===== src/rtl/mc_ctrl.sv =====
// Multicycle control FSM for a small MIPS subset (FETCH, DCD, EXE, MA, MR, MW, WB, BR, JMP).
// Define MC_CTRL_JAL_EN to add jal (op 000011): JMP also writes PC+4 into $31.
module mc_ctrl (
    input  logic       clk,
    input  logic       rst,
    input  logic [5:0] op,
    input  logic [5:0] funct,
    input  logic       zero,
    output logic       PCWr,
    output logic       IRWr,
    output logic       RFWr,
    output logic       DMWr,
    output logic [1:0] extOp,
    output logic       BSel,
    output logic [1:0] ALUOp,
    output logic [1:0] NPCOp,
    output logic [1:0] GPRSel,
    output logic [1:0] WDSel
);
    localparam logic [5:0] OpRtype = 6'b000000;
    localparam logic [5:0] OpOri   = 6'b001101;
    localparam logic [5:0] OpLui   = 6'b001111;
    localparam logic [5:0] OpLw    = 6'b100011;
    localparam logic [5:0] OpSw    = 6'b101011;
    localparam logic [5:0] OpBeq   = 6'b000100;
    localparam logic [5:0] OpJ     = 6'b000010;
`ifdef MC_CTRL_JAL_EN
    localparam logic [5:0] OpJal   = 6'b000011;
`endif
    localparam logic [5:0] FnAddu  = 6'b100001;
    localparam logic [5:0] FnSubu  = 6'b100011;
    localparam logic [5:0] FnSlt   = 6'b101010;

    typedef enum logic [3:0] {
        StFetch, StDcd, StExe, StMa, StMr, StMw, StWb, StBr, StJmp
    } state_t;

    typedef struct packed {
        logic       pcwr;
        logic       irwr;
        logic       rfwr;
        logic       dmwr;
        logic [1:0] extop;
        logic       bsel;
        logic [1:0] aluop;
        logic [1:0] npcop;
        logic [1:0] gprsel;
        logic [1:0] wdsel;
    } ctrl_t;

    state_t     state_q, state_d;
    ctrl_t      ctrl_q;
    logic [5:0] op_q, funct_q;
    logic [5:0] cur_op, cur_funct;

    function automatic logic is_jump(input logic [5:0] o);
`ifdef MC_CTRL_JAL_EN
        return (o == OpJ) || (o == OpJal);
`else
        return o == OpJ;
`endif
    endfunction

    function automatic state_t next_of(input state_t st, input logic [5:0] o);
        state_t n;
        n = StFetch;
        case (st)
            StFetch: n = StDcd;
            StDcd: begin
                if (o == OpRtype || o == OpOri || o == OpLui) n = StExe;
                else if (o == OpLw || o == OpSw)             n = StMa;
                else if (o == OpBeq)                         n = StBr;
                else if (is_jump(o))                         n = StJmp;
                else                                         n = StFetch;
            end
            StExe, StMr: n = StWb;
            StMa:        n = (o == OpLw) ? StMr : StMw;
            default:     n = StFetch;
        endcase
        return n;
    endfunction

    function automatic ctrl_t decode(input state_t st, input logic [5:0] o, input logic [5:0] f);
        ctrl_t c;
        c = '0;
        case (st)
            StFetch: begin
                c.pcwr = 1'b1;
                c.irwr = 1'b1;
            end
            StExe: begin
                if (o == OpOri) begin
                    c.aluop = 2'b10;
                    c.bsel  = 1'b1;
                end else if (o == OpLui) begin
                    c.extop = 2'b10;
                    c.bsel  = 1'b1;
                end else if (f == FnSubu) begin
                    c.aluop = 2'b01;
                end else if (f == FnSlt) begin
                    c.aluop = 2'b11;
                end
            end
            StMa: begin
                c.extop = 2'b01;
                c.bsel  = 1'b1;
            end
            StMw: c.dmwr = 1'b1;
            StWb: begin
                // Undefined R-type funct walks through WB without writing.
                if (o == OpRtype) begin
                    c.rfwr = (f == FnAddu) || (f == FnSubu) || (f == FnSlt);
                end else begin
                    c.rfwr   = 1'b1;
                    c.gprsel = 2'b01;
                    c.wdsel  = (o == OpLw) ? 2'b01 : 2'b00;
                end
            end
            StBr: begin
                c.aluop = 2'b01;
                c.extop = 2'b01;
                c.npcop = 2'b01;
            end
            StJmp: begin
                c.pcwr  = 1'b1;
                c.npcop = 2'b10;
`ifdef MC_CTRL_JAL_EN
                if (o == OpJal) begin
                    c.rfwr   = 1'b1;
                    c.gprsel = 2'b10;
                    c.wdsel  = 2'b10;
                end
`endif
            end
            default: c = '0;
        endcase
        return c;
    endfunction

    // In DCD the IR has just been loaded, so decode from the live inputs; later use the held copy.
    always_comb begin
        cur_op    = (state_q == StDcd) ? op : op_q;
        cur_funct = (state_q == StDcd) ? funct : funct_q;
        state_d   = next_of(state_q, cur_op);
    end

    // Controls are registered for the state being entered.
    always_ff @(posedge clk) begin
        if (rst) begin
            state_q <= StFetch;
            ctrl_q  <= decode(StFetch, 6'b0, 6'b0);
            op_q    <= 6'b0;
            funct_q <= 6'b0;
        end else begin
            state_q <= state_d;
            ctrl_q  <= decode(state_d, cur_op, cur_funct);
            if (state_q == StDcd) begin
                op_q    <= op;
                funct_q <= funct;
            end
        end
    end

    always_comb begin
        PCWr   = 1'b0;
        IRWr   = 1'b0;
        RFWr   = 1'b0;
        DMWr   = 1'b0;
        extOp  = 2'b00;
        BSel   = 1'b0;
        ALUOp  = 2'b00;
        NPCOp  = 2'b00;
        GPRSel = 2'b00;
        WDSel  = 2'b00;
        if (!rst) begin
            PCWr   = ctrl_q.pcwr | ((state_q == StBr) & zero);
            IRWr   = ctrl_q.irwr;
            RFWr   = ctrl_q.rfwr;
            DMWr   = ctrl_q.dmwr;
            extOp  = ctrl_q.extop;
            BSel   = ctrl_q.bsel;
            ALUOp  = ctrl_q.aluop;
            NPCOp  = ctrl_q.npcop;
            GPRSel = ctrl_q.gprsel;
            WDSel  = ctrl_q.wdsel;
        end
    end
endmodule

===== config.mk =====
export PLATFORM = sky130hd
export DESIGN_NAME = mc_ctrl
export DESIGN_NICKNAME = d
export VERILOG_FILES = /design/src/rtl/mc_ctrl.sv
export SDC_FILE = /design/constraint.sdc
export NUM_CORES = 1
export LEC_CHECK = 0
export ABC_AREA = 1
export CAP_MARGIN = 20
export CORE_ASPECT_RATIO = 1.1
export CORE_MARGIN = 2
export CORE_UTILIZATION = 50
export DETAILED_ROUTE_END_ITERATION = 6
export GPL_TIMING_DRIVEN = 0
export PLACE_DENSITY_LB_ADDON = 0.25
export SETUP_SLACK_MARGIN = 0.2
export SLEW_MARGIN = 20
export SYNTH_ARGS = -nofsm -noshare
export SYNTH_HDL_FRONTEND = slang
export SYNTH_SLANG_ARGS = --single-unit

===== constraint.sdc =====
create_clock -name clk -period 4.3 [get_ports clk]
set_clock_uncertainty 0.2 [all_clocks]
set_input_delay 0.645 -clock clk [delete_from_list [all_inputs] [get_ports clk]]
set_output_delay 0.645 -clock clk [all_outputs]
set_load 0.005 [all_outputs]

* Yosys cells after proc, flatten, opt, wreduce, memory -nomap -nowiden
Cells that the tools add are included.
** Storage, ports and cells
- Register bits after elaboration :: 31
- Bits in latches :: 0
- Memory bits (writable) :: 0
- ROM bits :: 0
- Bits of input ports :: 15
- Output and inout port bits :: 15
- Word-level logic and storage cells :: 83
- Memories kept :: 0
** Cells by class
- $add $sub $neg :: 0
- Multiply operators :: 0
- Divide/modulo/power cells :: 0
- Magnitude comparators :: 0
- Equality and inequality tests :: 20
- Shifts and indexed selects :: 0
- Muxes and demuxes :: 34
- Bitwise operators :: 3
- Reduce and logical (&&, ||, !) cells :: 13
** Operators by type and width (number)
- == test 6 bit, second input constant :: 5
- == test 4 x 3 -> 1 bit, second input constant :: 5
- 2-to-1 mux 2 bit :: 9
- == test 4 x 2 -> 1 bit, second input constant :: 4
- 2-to-1 mux 4 bit :: 4
- one-hot mux 4 bit (4 select lines) :: 1
- == test 6 x 4 -> 1 bit, second input constant :: 2
- 2-to-1 mux 6 bit :: 2
- one-hot mux 2 bit (2 select lines) :: 3
- 2-to-1 mux 1 bit :: 11
- 2-to-1 mux 3 bit :: 3
- zero test 4 bit :: 2
- OR reduction 2 bit :: 4
- == test 6 x 2 -> 1 bit, second input constant :: 1
- == test 6 x 3 -> 1 bit, second input constant :: 1
- zero test 6 bit :: 1
- logical OR 1 bit :: 5
- == test 4 x 1 -> 1 bit, second input constant :: 1
- == test 4 bit, second input constant :: 1
- OR reduction 3 bit :: 1
- one-hot mux 1 bit (2 select lines) :: 1
- bitwise AND 1 bit :: 1
- NOT 1 bit :: 1
- OR 1 bit :: 1

* Longest topological paths before layout
- Depth after elaboration :: 11
- Depth in mapped cells :: 14
- Mapped depth without buffers :: 14

* Worst setup path before layout
OpenSTA, ideal clock, no wires.
- Path type :: input to output
- Start point :: in rst
- End point :: out ALUOp[0]
- Data arrival time :: 1185 ps
- Required time :: 3455 ps
- Slack :: 2270 ps
- Stages :: 3
- Buffers on the path :: 2
- Cell sequence :: clkbuf_1 > clkbuf_1 > nor2_1
** Between the ends
- Word-level cells in the longest chain between the ends :: 1
** RTL lines
- start: declaration :: RTL line 5 : input logic rst,
- 2-to-1 mux 2 bit :: RTL line 175 : if (!rst) begin
- end: declaration :: RTL line 15 : output logic [1:0] ALUOp,
No other way between the ends.

* Final worst setup path
- Start point :: in rst
- End point :: out RFWr
** Between the ends
- Word-level cells in the longest chain between the ends :: 1
** RTL lines
- 2-to-1 mux 1 bit :: RTL line 175
- end: declaration :: RTL line 11 : output logic RFWr,
No other way between the ends.

==> run_results.csv <==
group,metric,value,unit
global_route,grt.overflow.total,0,
logic_synthesis,ys_seq_area_share,40.1,%
final_layout,diodes,0,
global_route,grt_pass1_wl,4.93,mm
setup_path,slowest_stage,"clkdlybuf4s50_1",
final_layout,final_common_cell,"nand2_1",
logic_synthesis,synth.area.top_cells,"dfxtp_1 40%, nand2_1 11%, nor2_1 9.9%",
logic_synthesis,avgSynthCellArea,6.92,um2
setup_path,crit_path_end_kind,"primary output",
die,die_width,55.3,um
final_layout,final_cells,277,
clock_network,cts-resized-gates,0,
placed_design,dpl_worst_slack,1580,ps
setup_path,crit_family,"buffers and inverters",
final_layout,layout_common_cells,"41 x nand2_1, 38 x nor2_1, 29 x inv_1, 29 x dfxtp_1, 26 x clkdlybuf4s50_1",
sta,hold_violations,0,
sta,period_needed,2710,ps
power,leakagePower,0.817,nW
clock_network,hold_buffers,0,
setup_path,path_buf_inv,3,
status,run_status,"completed",
global_route,grt_pass1_vias,1166,
setup_path,cp_cell_sequence,"clkbuf_1 -> clkbuf_1 -> nor2_1 -> clkdlybuf4s50_1",
sta,period_share,63.0,%
setup_path,max_stage_delay,460,ps
sta,rsz0062_at_grt,"no",
logic_synthesis,syn_area,1450,um2
clock_network,cts_sinks,29,
logic_synthesis,synth_edf_count,0,
setup_path,r2r-start,"state_q[0]",
worst_hold_path,hp-class,"reg -> reg",
routing,drtIter0Drc,25,
setup_path,worstRegToRegCells,12,
setup_path,path_common_cell,"clkbuf_1",
clock_network,ctsLongestPathBuffers,2,
clock_network,cts_tree,"done",
routing,first_pass_iters,4,
setup_path,critPathRequiredTime,3450,ps
die,die_area,3340,um2
setup_path,crit_type,"in -> out",
routing,vias,1335,
run,maxCapViolations,0,
routing,routed_wl,2.84,mm
logic_synthesis,syn_inst,209,
logic_synthesis,async_flop_share,0,%
clock_network,htree_levels,2,
power,vdd_drop_max,499,uV
sta,setup_viol,0,
setup_path,arrival,1860,ps
placed_design,gp_congestion,0.896,
sta,drv_slew,0,
global_route,antenna_found_initial,0,
global_route,grt_max_degree,11,
sta,fmax,369,MHz
global_route,grtUsageTotal,18.9,%
sta,hold_ws,276,ps
clock_network,path_clk_slew,90,ps
setup_path,cp_max_fo,10,
routing,drc,0,
logic_synthesis,synth_cell_types,30,
final_layout,syn2layout_area_growth,24.7,%
logic_synthesis,yosys.area.top_type_share,40.1,%
placed_design,port_buffers,26,
die,start_util,52.5,%
logic_synthesis,ys_ff_latch,29,
setup_path,reg2reg_slack,2160,ps
final_layout,drive_gt1_share,14.8,%
placed_design,hpwl,2.19,mm
logic_synthesis,yosys.area.top_type,"dfxtp_1",
clock_network,cts_root_buf,"clkbuf_4",
die,rows,20,
die,coreArea,2750,um2
routing,via_per_inst,4.82,
worst_hold_path,worstHoldStart,"funct_q[1]",
final_layout,layout.nets,258,
setup_path,startpoint_type,"input pin",
die,die_h,60.4,um
placed_design,dp_cells,269,
clock_network,cts_setup_buffers,0,
die,io_pins,30,
worst_hold_path,holdPathStages,2,
clock_network,clkLatencyLatePin,330,ps
clock_network,cts_buffers,5,
logic_synthesis,yosysWarnings,0,
routing,wl_per_cell,10.2,um
sta,finalWorstSetupSlack,1590,ps
power,power_density,698,nW/um2
sta,finalSetupTns,0,ps
setup_path,r2r-end,"ctrl_q[7]",
logic_synthesis,ys.flop_type,"dfxtp_1",
worst_hold_path,min_to,"funct_q[1]",
routing,postRouteAntennaNets,0,
[cell usage after synthesis, types with 2 or more instances]
master    count
dfxtp_1      29
nand3_1      10
nor2_1       38
nand4_1       4
buf_4         2
nand3_2       3
inv_2         6
a21oi_1       9
o21ai_2       2
clkbuf_1      4
nor2_2        3
nor4_1        2
nand3b_1      3
inv_1        29
nor3_1        4
nand2_2       7
nand2_1      41
[stage by stage]
stage,util [%],power [W],instance area (um2)
2_1_floorplan,-,0.000958,1450
3_5_place_dp,63.6,0.00111,1750
3_3_place_gp,63.6,0.00109,1750
6_report,65.5,0.00126,1800
5_1_grt,65.5,0.00138,1800
4_1_cts,65.5,0.00126,1800
[cells by family (layout without fill, tap and decap cells)]
family,after synthesis,after routing,synth area share (%)
flops,29,29,40.1
other cells,1,2,0.259
simple gates,121,121,40.7
buf+inv,42,76,11.9
compound gates,16,16,6.92
[worst reg2reg max path: stages (launching register included)]
cell and delay (ps):
dfxtp_1 390, inv_2 90, nor2_8 150, nand2_4 100, nand2_1 70, nand2_1 90
a21oi_1 210, nand3_1 180, nand2_2 140, nand3_2 100, a21oi_1 160, nand3_1 90
nor2_1 110
[worst max-delay path by stage]
stage / endpoint / cells after the start / from / slack [ps]
after floorplan: ALUOp[0] / 3 / rst / 2270
after global placement: RFWr / 4 / rst / 1590
after detailed placement: RFWr / 4 / rst / 1580
after CTS: RFWr / 4 / rst / 1570
after global routing: RFWr / 4 / rst / 1460
final: RFWr / 4 / rst / 1590
[final cells by class]
type / count / area [um2]
Multi-Input combinational cell: 139 / 697
Tap cell: 33 / 41.3
Clock buffer: 6 / 41.3
Inverter: 35 / 131
Clock inverter: 2 / 10.0
Fill cell: 271 / 950
Timing Repair Buffer: 26 / 260
Buffer: 7 / 41.3
Sequential cell: 29 / 581
[power by group]
part | internal (W) | total (W) | switching [W]
sequential | 0.000348 | 0.000385 | 0.0000373
clock | 0.0000621 | 0.000155 | 0.0000928
combinational | 0.000240 | 0.000719 | 0.000479
total | 0.000650 | 0.00126 | 0.000609
[routing by layer]
metal,part of all wire (%),vias up,GRT usage (%)
met5,0,-,0
li1,-,714,-
met2,49,26,33.7
met4,1.4,0,6.62
met3,5.6,5,5.76
met1,43,590,21.9
[sequential cells by signal, indices dropped and copies added (netlist names)]
name	cells
funct_q	6
state_q	4
op_q	6
ctrl_q	13
Note: power is estimated with default switching activity, not from simulation.
